[src/rtl/fft_pkg.sv]
// Shared definitions for the radix-2 FFT sequencer: default sizes, FSM encoding
// and the stage-counter width helper.
package fft_pkg;

    localparam int L   = 4;
    localparam int P   = 2 ** L;
    localparam int LAT = 1 + 2;

    typedef enum logic [1:0] {
        ST_IDLE  = 2'd0,
        ST_RUN   = 2'd1,
        ST_DRAIN = 2'd2,
        ST_DONE  = 2'd3
    } fsm_state_t;

    function automatic int sw_width(input int log2_pts);
        return ($clog2(log2_pts) < 1) ? 1 : $clog2(log2_pts);
    endfunction

endpackage

[src/rtl/fft_bf_addr_gen.sv]
// Radix-2 DIT butterfly address generator: maps (stage, butterfly index) to the
// two in-place data addresses and the twiddle ROM index.
module fft_bf_addr_gen
    import fft_pkg::*;
#(
    parameter int LOG2_PTS = L,
    parameter int SW       = sw_width(LOG2_PTS)
) (
    input  logic [SW-1:0]       s,
    input  logic [LOG2_PTS-2:0] b,
    output logic [LOG2_PTS-1:0] addr0,
    output logic [LOG2_PTS-1:0] addr1,
    output logic [LOG2_PTS-2:0] tw_addr
);

    logic [LOG2_PTS-1:0] b_ext;
    logic [LOG2_PTS-1:0] span;
    logic [LOG2_PTS-1:0] pos;
    logic [LOG2_PTS-1:0] grp;

    always_comb begin
        b_ext   = {1'b0, b};
        span    = LOG2_PTS'(1) << s;
        pos     = b_ext & (span - 1'b1);
        grp     = b_ext >> s;
        // Shift in two steps so s+1 never overflows the SW-bit stage index.
        addr0   = ((grp << s) << 1) | pos;
        addr1   = addr0 | span;
        tw_addr = pos[LOG2_PTS-2:0] << (SW'(LOG2_PTS - 1) - s);
    end

endmodule

[src/rtl/fft_r2_seq_ctrl.sv]
// Sequencer for an in-place radix-2 DIT FFT: one butterfly issue per cycle, a
// LAT-cycle drain between stages, and a LAT-deep write-back address delay line.
module fft_r2_seq_ctrl
    import fft_pkg::*;
#(
    parameter int LOG2_PTS = L,
    parameter int RD_LAT   = 1,
    parameter int BF_LAT   = 2
) (
    input  logic                          clk,
    input  logic                          rst,
    input  logic                          start,
    output logic                          busy,
    output logic                          done,
    output logic [sw_width(LOG2_PTS)-1:0] stage,
    output logic                          rd_en,
    output logic [LOG2_PTS-1:0]           rd_addr0,
    output logic [LOG2_PTS-1:0]           rd_addr1,
    output logic [LOG2_PTS-2:0]           tw_addr,
    output logic                          wr_en,
    output logic [LOG2_PTS-1:0]           wr_addr0,
    output logic [LOG2_PTS-1:0]           wr_addr1
);

    localparam int SW   = sw_width(LOG2_PTS);
    localparam int BW   = LOG2_PTS - 1;
    localparam int NLAT = RD_LAT + BF_LAT;
    localparam int DW   = (NLAT > 1) ? $clog2(NLAT) : 1;

    localparam logic [SW-1:0] S_LAST = SW'(LOG2_PTS - 1);
    localparam logic [BW-1:0] B_LAST = {BW{1'b1}};
    localparam logic [DW-1:0] D_LAST = DW'(NLAT - 1);

    typedef struct packed {
        logic                en;
        logic [LOG2_PTS-1:0] a0;
        logic [LOG2_PTS-1:0] a1;
    } wb_t;

    fsm_state_t    state, state_n;
    logic [SW-1:0] s_cnt, s_n;
    logic [BW-1:0] b_cnt, b_n;
    logic [DW-1:0] d_cnt, d_n;

    logic [LOG2_PTS-1:0] ag_addr0, ag_addr1;
    logic [LOG2_PTS-2:0] ag_tw;
    logic                run_n;

    wb_t dly [NLAT];

    // NOTE: sequential state uses non-blocking assignments so every flop samples pre-edge values.
    always_ff @(posedge clk or posedge rst) begin
        if (rst) begin
            state <= ST_IDLE;
            s_cnt <= '0;
            b_cnt <= '0;
            d_cnt <= '0;
        end else begin
            state <= state_n;
            s_cnt <= s_n;
            b_cnt <= b_n;
            d_cnt <= d_n;
        end
    end

    // NOTE: every combinational output gets a default first so no path infers a latch.
    always_comb begin
        state_n = state;
        s_n     = s_cnt;
        b_n     = b_cnt;
        d_n     = d_cnt;
        case (state)
            ST_IDLE: begin
                if (start) begin
                    state_n = ST_RUN;
                    s_n     = '0;
                    b_n     = '0;
                end
            end
            ST_RUN: begin
                if (b_cnt == B_LAST) begin
                    state_n = ST_DRAIN;
                    d_n     = '0;
                end else begin
                    b_n = b_cnt + 1'b1;
                end
            end
            ST_DRAIN: begin
                if (d_cnt == D_LAST) begin
                    if (s_cnt == S_LAST) begin
                        state_n = ST_DONE;
                    end else begin
                        state_n = ST_RUN;
                        s_n     = s_cnt + 1'b1;
                        b_n     = '0;
                    end
                end else begin
                    d_n = d_cnt + 1'b1;
                end
            end
            ST_DONE: begin
                state_n = ST_IDLE;
                s_n     = '0;
            end
            default: state_n = ST_IDLE;
        endcase
    end

    assign run_n = (state_n == ST_RUN);

    // Addresses come from the next (s, b) so the registered rd_* line up with the RUN cycle.
    fft_bf_addr_gen #(
        .LOG2_PTS (LOG2_PTS),
        .SW       (SW)
    ) u_addr_gen (
        .s       (s_n),
        .b       (b_n),
        .addr0   (ag_addr0),
        .addr1   (ag_addr1),
        .tw_addr (ag_tw)
    );

    always_ff @(posedge clk or posedge rst) begin
        if (rst) begin
            busy     <= 1'b0;
            done     <= 1'b0;
            stage    <= '0;
            rd_en    <= 1'b0;
            rd_addr0 <= '0;
            rd_addr1 <= '0;
            tw_addr  <= '0;
        end else begin
            busy     <= (state_n == ST_RUN) || (state_n == ST_DRAIN);
            done     <= (state_n == ST_DONE);
            stage    <= ((state_n == ST_RUN) || (state_n == ST_DRAIN)) ? s_n : '0;
            rd_en    <= run_n;
            rd_addr0 <= run_n ? ag_addr0 : '0;
            rd_addr1 <= run_n ? ag_addr1 : '0;
            tw_addr  <= run_n ? ag_tw : '0;
        end
    end

    // NOTE: the delay line is reset so an abandoned transform leaves no stray write strobes.
    always_ff @(posedge clk or posedge rst) begin
        if (rst) begin
            for (int i = 0; i < NLAT; i++) begin
                dly[i] <= '0;
            end
        end else begin
            dly[0] <= '{en: rd_en, a0: rd_addr0, a1: rd_addr1};
            for (int i = 1; i < NLAT; i++) begin
                dly[i] <= dly[i-1];
            end
        end
    end

    assign wr_en    = dly[NLAT-1].en;
    assign wr_addr0 = dly[NLAT-1].a0;
    assign wr_addr1 = dly[NLAT-1].a1;

endmodule

[config.mk]
export PLATFORM = sky130hd
export DESIGN_NAME = fft_r2_seq_ctrl
export DESIGN_NICKNAME = d
export VERILOG_FILES = /design/src/rtl/fft_pkg.sv /design/src/rtl/fft_bf_addr_gen.sv /design/src/rtl/fft_r2_seq_ctrl.sv
export SDC_FILE = /design/constraint.sdc
export NUM_CORES = 1
export LEC_CHECK = 0
export ABC_AREA = 1
export CAP_MARGIN = 40
export CORE_MARGIN = 4
export CORE_UTILIZATION = 53
export CTS_CLUSTER_DIAMETER = 200
export CTS_CLUSTER_SIZE = 12
export DETAILED_ROUTE_END_ITERATION = 6
export PLACE_DENSITY = 0.75
export RECOVER_POWER = 100
export SYNTH_ARGS = -nofsm -noshare
export SYNTH_HDL_FRONTEND = slang
export SYNTH_HIERARCHICAL = 1
export SYNTH_SLANG_ARGS = --single-unit
[constraint.sdc]
create_clock -name clk -period 2 [get_ports clk]
set_clock_uncertainty 0.05 [all_clocks]
set_input_delay 0.6 -clock clk [delete_from_list [all_inputs] [get_ports clk]]
set_output_delay 0.6 -clock clk [all_outputs]
set_load 0.01 [all_outputs]
* Word-level counts from Yosys, hierarchy flattened
Index checks and enable logic that the tools add are counted.
** Operators by class
- Add/sub/neg operators :: 5
- Equal/unequal tests :: 11
- Shifts and indexed selects :: 4
- Muxes and demuxes :: 21
- Bitwise logic cells :: 3
- Reduce and logical (&&, ||, !) cells :: 4
** Operators by type and width (number)
- 2-bit two-way mux :: 10
- 3-bit two-way mux :: 5
- 2-bit equality test (second input constant) :: 6
- 3-bit one-hot mux with 3 select lines :: 1
- 4-bit two-way mux :: 2
- 4-bit OR :: 2
- 2-bit one-hot mux with 4 select lines :: 1
- 2-bit one-hot mux with 3 select lines :: 1
- 2-bit by 1-bit adder with 2-bit output (second input constant) :: 2
- 3-bit by 4-bit bitwise AND with 4-bit output :: 1
- 2-bit by 1-bit equality test with 1-bit output (second input constant) :: 2
- 2-bit inequality test (second input constant) :: 2
- 2-bit one-hot mux with 2 select lines :: 1
- 1-bit by 2-bit left shift with 4-bit output (first input constant) :: 1
- 4-bit by 2-bit left shift with 3-bit output :: 1
- 3-bit by 2-bit right shift with 4-bit output :: 1
- 4-bit by 1-bit subtractor with 4-bit output (second input constant) :: 1
- 3-bit by 1-bit adder with 3-bit output (second input constant) :: 1
- 3-bit equality test (second input constant) :: 1
- 3-bit AND reduction :: 1
- 3-bit by 2-bit left shift with 3-bit output :: 1
- 2-bit logical NOT :: 1
- 2-bit nonzero test :: 1
- 2-bit subtractor (first input constant) :: 1
- 1-bit logical OR :: 1
** Word-level totals
- Flip-flop bits (word level) :: 52
- Input bits :: 3
- Output and inout bits :: 25
- Word-level logic and storage cells :: 68

* Logic depth before layout (Yosys ltp)
- Word-level depth :: 10
- Mapped depth :: 13
- Gate-level depth less buffers :: 11

* By module
The synthesis kept the hierarchy.
** By module, submodules not included
- fft_r2_seq_ctrl :: instances 1, cells an instance 161, area an instance 1838.0 um^2, sequential area each 1301.2 um^2
- fft_bf_addr_gen :: instances 1, cells an instance 28, area an instance 161.4 um^2, sequential area each 0.0 um^2

* Least setup slack after synthesis
No wires, ideal clock.
- Path kind :: reg-to-reg
- Start :: register d_cnt[0]
- End :: register rd_addr0[0]
- Setup time :: 0.063 ns
- Data arrival time :: 1.731 ns
- Required time :: 1.887 ns
- Path slack :: 0.155 ns
- Stages on the path, launching flop included :: 10
- Path buffers :: 2
- Period minus slack after synthesis :: 1.845 ns
- Cell sequence :: dfrtp_1 inv_1 ha_1 clkbuf_1 o21ai_0 a22oi_1 ha_1 clkbuf_1 nand2_1 inv_1
** On the way
- Elaborated cells on any way between the ends :: 13
- Those cells by class :: 1 x add/sub; 2 x eq/ne; 1 x shift; 7 x mux; 2 x bitwise
** RTL lines
- start, declared :: RTL line fft_r2_seq_ctrl.sv:43 : logic [DW-1:0] d_cnt, d_n;
- start signal, assigned :: RTL line fft_r2_seq_ctrl.sv:62 : d_cnt <= d_n;
- 2-bit equality test :: RTL line fft_r2_seq_ctrl.sv:89 : if (d_cnt == D_LAST) begin
- 2-bit two-way mux :: RTL line fft_r2_seq_ctrl.sv:89
- 2-bit one-hot mux with 4 select lines :: RTL line fft_r2_seq_ctrl.sv:72 : case (state)
- net state_n[0] :: RTL line fft_r2_seq_ctrl.sv:40 : fsm_state_t state, state_n;
- 2-bit by 1-bit equality test with 1-bit output :: RTL line fft_r2_seq_ctrl.sv:109 : assign run_n = (state_n == ST_RUN);
- 4-bit two-way mux :: RTL line fft_r2_seq_ctrl.sv:137 : rd_addr0 <= run_n ? ag_addr0 : '0;
- end signal, assigned :: RTL line fft_r2_seq_ctrl.sv:137
- end, declared :: RTL line fft_r2_seq_ctrl.sv:17 : output logic [LOG2_PTS-1:0] rd_addr0,
The timed path passes the listed nets, and every way through them passes these cells.
A chain may end at the register's enable or synchronous reset.

* Worst setup path after layout
- Start :: register rd_addr0[2]
- End :: output rd_addr0[2]
No word-level cell between the ends.

==> results.md <==
* Worst path required time at 1350 ps
* Hold path depth at 0
* Via density at 4.70
* Top cells by area, synth: dfrtp_1, nand2_1, inv_1, nand3_1, ha_1
* Leak pwr at 1.29 nW
* RSZ-0062 raised after global routing: false
* Worst Hold End: wr_en
* Via Count at 1279
* FF-to-FF setup slack at 160 ps
* Number of detailed-route iterations in the first pass at 4
* Startpoint types: flop
* Die Wd at 69.4 µm
* Total Nets Final at 231
* Mapped Cells at 189
* Cell chosen for the clock root: clkbuf_8
* Crit-path slowest cell: dlygate4sd3_1
* Arrival time at the worst endpoint at 1290 ps
* Post-layout instance area at 0.00243 mm²
* Bufs on Longest Clock Path at 2
* Final setup violation count at 0
* Relative slew slack at 0.661
* Vias in the first global route at 1292
* Fin cells at 272
* Post-CTS Repair Setup Buffers at 0
* Final WL at 3190 µm
* Diode count at 0
* RR Startpoint: d_cnt[0]
* Final Cycle Share at 0.971
* Slowest Stage Delay on Critical Path at 600 ps
* Outcome: finished clean
* Worst R2R End: tw_addr[1]
* Initial antenna violation count at 0
* Clock sinks at 52
* Remaining DRCs at 0
* Crit Path Category: flop to output pin
* Die Y-Extent at 69.4 µm
* Clock-pin slew of the registers on the worst-case setup and hold paths at 100 ps
* Layout Utilization at 0.665
* FF+latch count, synth at 52
* Clk_lat worst skew at 300 ps
* Top cell type by total area after synthesis: dfrtp_1
* Worst ir drop on vdd at 0.594 mV
* Die area at 0.00482 mm²
* Hold bufs inserted after CTS at 0
* Placed Cells at 263
* Half-perimeter wire length after placement at 2370 µm
* Slew @ Worst Pin at 508 ps
* Total gr overflow at 0
* Hold Vio Cnt, Final at 0
* Syn nets at 197
* Max cap viols at 0
* Min-Delay Path Class: flop to flop
* Pin count of the biggest net entering global routing at 41
* Worst-path cell chain: dlygate4sd3_1
* CP max FO at 2
* H-tree levels at 2
* First-pass GRT wire length at 5600 µm
* Warnings from Yosys at 6
* Layout area overhead at 21.8%
* Starting Density at 0.546
* Power, Total at 0.00323 W
* DRT iter0 DRCs at 63
* Remaining antenna violation count after routing at 0
* Total Routing Usage GR at 0.148
* Placed Area at 0.00235 mm²
* CTS buffer count at 5
* Num ports at 28
* Core area at 0.00366 mm²
* Buf/Inv on CP at 1
* Worst R2R Path Depth at 11
* Mapped Area at 0.00200 mm²
* CP top delay family: buffers and inverters
* GPL Wtd Cong at 0.790
* Share of layout cells above drive strength 1 at 0.156
* CTS resizes at 0
* Cell Pwr Density at 1330 mW/mm²
* Final Max Tran Viols at 0
* Hold path startpoint: dly[17]
* Min Tclk post-route at 1940 ps
* Post-synth top area share at 0.651
* Routed WL per cell at 11.7 µm
* Cell variety after synth at 22
* Post-synthesis sequential area ratio at 0.651
* I/O Buffers at 27
* Syn Area/Cell at 10.6 µm²
* CTS tree: built
* Cell row count at 22
* Fmax at 515 MHz
* CP endpoint kind: output pin
synthesized netlist by cell type:
cell type / count
o211ai_1: 1
nand4_1: 2
ha_1: 5
a22oi_1: 1
nor2_2: 1
o21ai_2: 2
or2_0: 1
buf_4: 8
nand3_2: 2
nand2_1: 45
o21ai_0: 5
inv_1: 26
clkbuf_1: 2
nand2_2: 3
nor2_4: 2
dfrtp_1: 52
nand3_1: 13
nor2_1: 5
nand3b_1: 1
a21oi_1: 5
buf_6: 2
inv_2: 5
cell families (layout without fill, tap and decap cells):
logic type | count (synthesis) | count (layout) | synth area share
DFF | 52 | 52 | 0.651
AOI/OAI and AO/OA | 14 | 14 | 0.0413
buffers and inverters | 43 | 78 | 0.103
and+or+nand+nor | 75 | 75 | 0.173
adders and majority gates | 5 | 5 | 0.0313
area by class of cell:
class / instances / area [µm²]
fillers: 266 / 1230
repair buffers: 38 / 358
well taps: 48 / 60.1
clock buffers: 5 / 68.8
multi-input cells: 94 / 494
clock inverters: 3 / 27.5
flip-flops and latches: 52 / 1300
repair inverters: 1 / 5.00
inverters: 31 / 120
state kept, by name (all words and copies together), names as in the netlist:
| register | flops |
|---|---|
| d_cnt | 2 |
| done | 1 |
| s_cnt | 2 |
| wr_addr0 | 4 |
| busy | 1 |
| wr_en | 1 |
| tw_addr | 3 |
| rd_addr1 | 4 |
| b_cnt | 3 |
| dly | 18 |
| wr_addr1 | 4 |
| rd_en | 1 |
| stage | 2 |
| rd_addr0 | 4 |
| state | 2 |
per-stage QoR:
stage	setup TNS (ps)	setup slack, ps	hold slack (ps)
6_report	0	57.1	305
5_1_grt	0	11.1	312
4_1_cts	0	93.7	306
3_5_place_dp	-1430	-133	285
3_3_place_gp	-1210	-109	282
2_1_floorplan	0	92.1	281
power by group:
| part | internal (W) | leakage (nW) | total, W | switching [W] |
|---|---|---|---|---|
| combinational | 0.000510 | 0.569 | 0.00110 | 0.000591 |
| clock | 0.000257 | 0.0463 | 0.000607 | 0.000350 |
| sequential | 0.00137 | 0.678 | 0.00152 | 0.000144 |
how the worst max path moves through the flow:
stage	to	from	slack (ps)	cells past startpoint
floorplan	b_cnt[0]	rst	90	1
finish	rd_addr0[2]	rd_addr0[2]	60	1
detailed placement	tw_addr[1]	start	-130	8
global route	rd_addr0[0]	rd_addr0[0]	10	1
global placement	tw_addr[1]	start	-110	8
CTS	rd_addr1[3]	rd_addr1[3]	90	1
cell usage in the layout, fill, tap and decap left out, types with 2 or more instances in the layout:
| cell type | Yosys | final |
|---|---|---|
| clkbuf_8 | 0 | 5 |
| nand2_1 | 45 | 44 |
| clkinvlp_4 | 0 | 2 |
| ha_1 | 5 | 5 |
| o21ai_2 | 2 | 2 |
| inv_2 | 5 | 5 |
| clkdlybuf4s50_1 | 0 | 6 |
| nand2_2 | 3 | 4 |
| buf_4 | 8 | 5 |
| nand3_1 | 13 | 13 |
| a21oi_1 | 5 | 5 |
| o21ai_0 | 5 | 5 |
| nand3_2 | 2 | 2 |
| inv_1 | 26 | 25 |
| clkbuf_4 | 0 | 3 |
| clkbuf_1 | 2 | 2 |
| nor2_1 | 5 | 5 |
| nand4_1 | 2 | 2 |
| dfrtp_1 | 52 | 52 |
| nor2_4 | 2 | 2 |
| dlygate4sd3_1 | 0 | 21 |
metal layers:
| layer | vias to the layer above | wire [µm] | part of all wire | track usage |
|---|---|---|---|---|
| met1 | 609 | 1400 | 0.44 | 0.169 |
| li1 | 640 | - | - | - |
| met2 | 25 | 1590 | 0.50 | 0.248 |
| met5 | - | 0 | 0 | 0 |
| met3 | 5 | 142 | 0.044 | 0.0493 |
| met4 | 0 | 64 | 0.020 | 0.0759 |
Power figures use the tool's default switching activity.
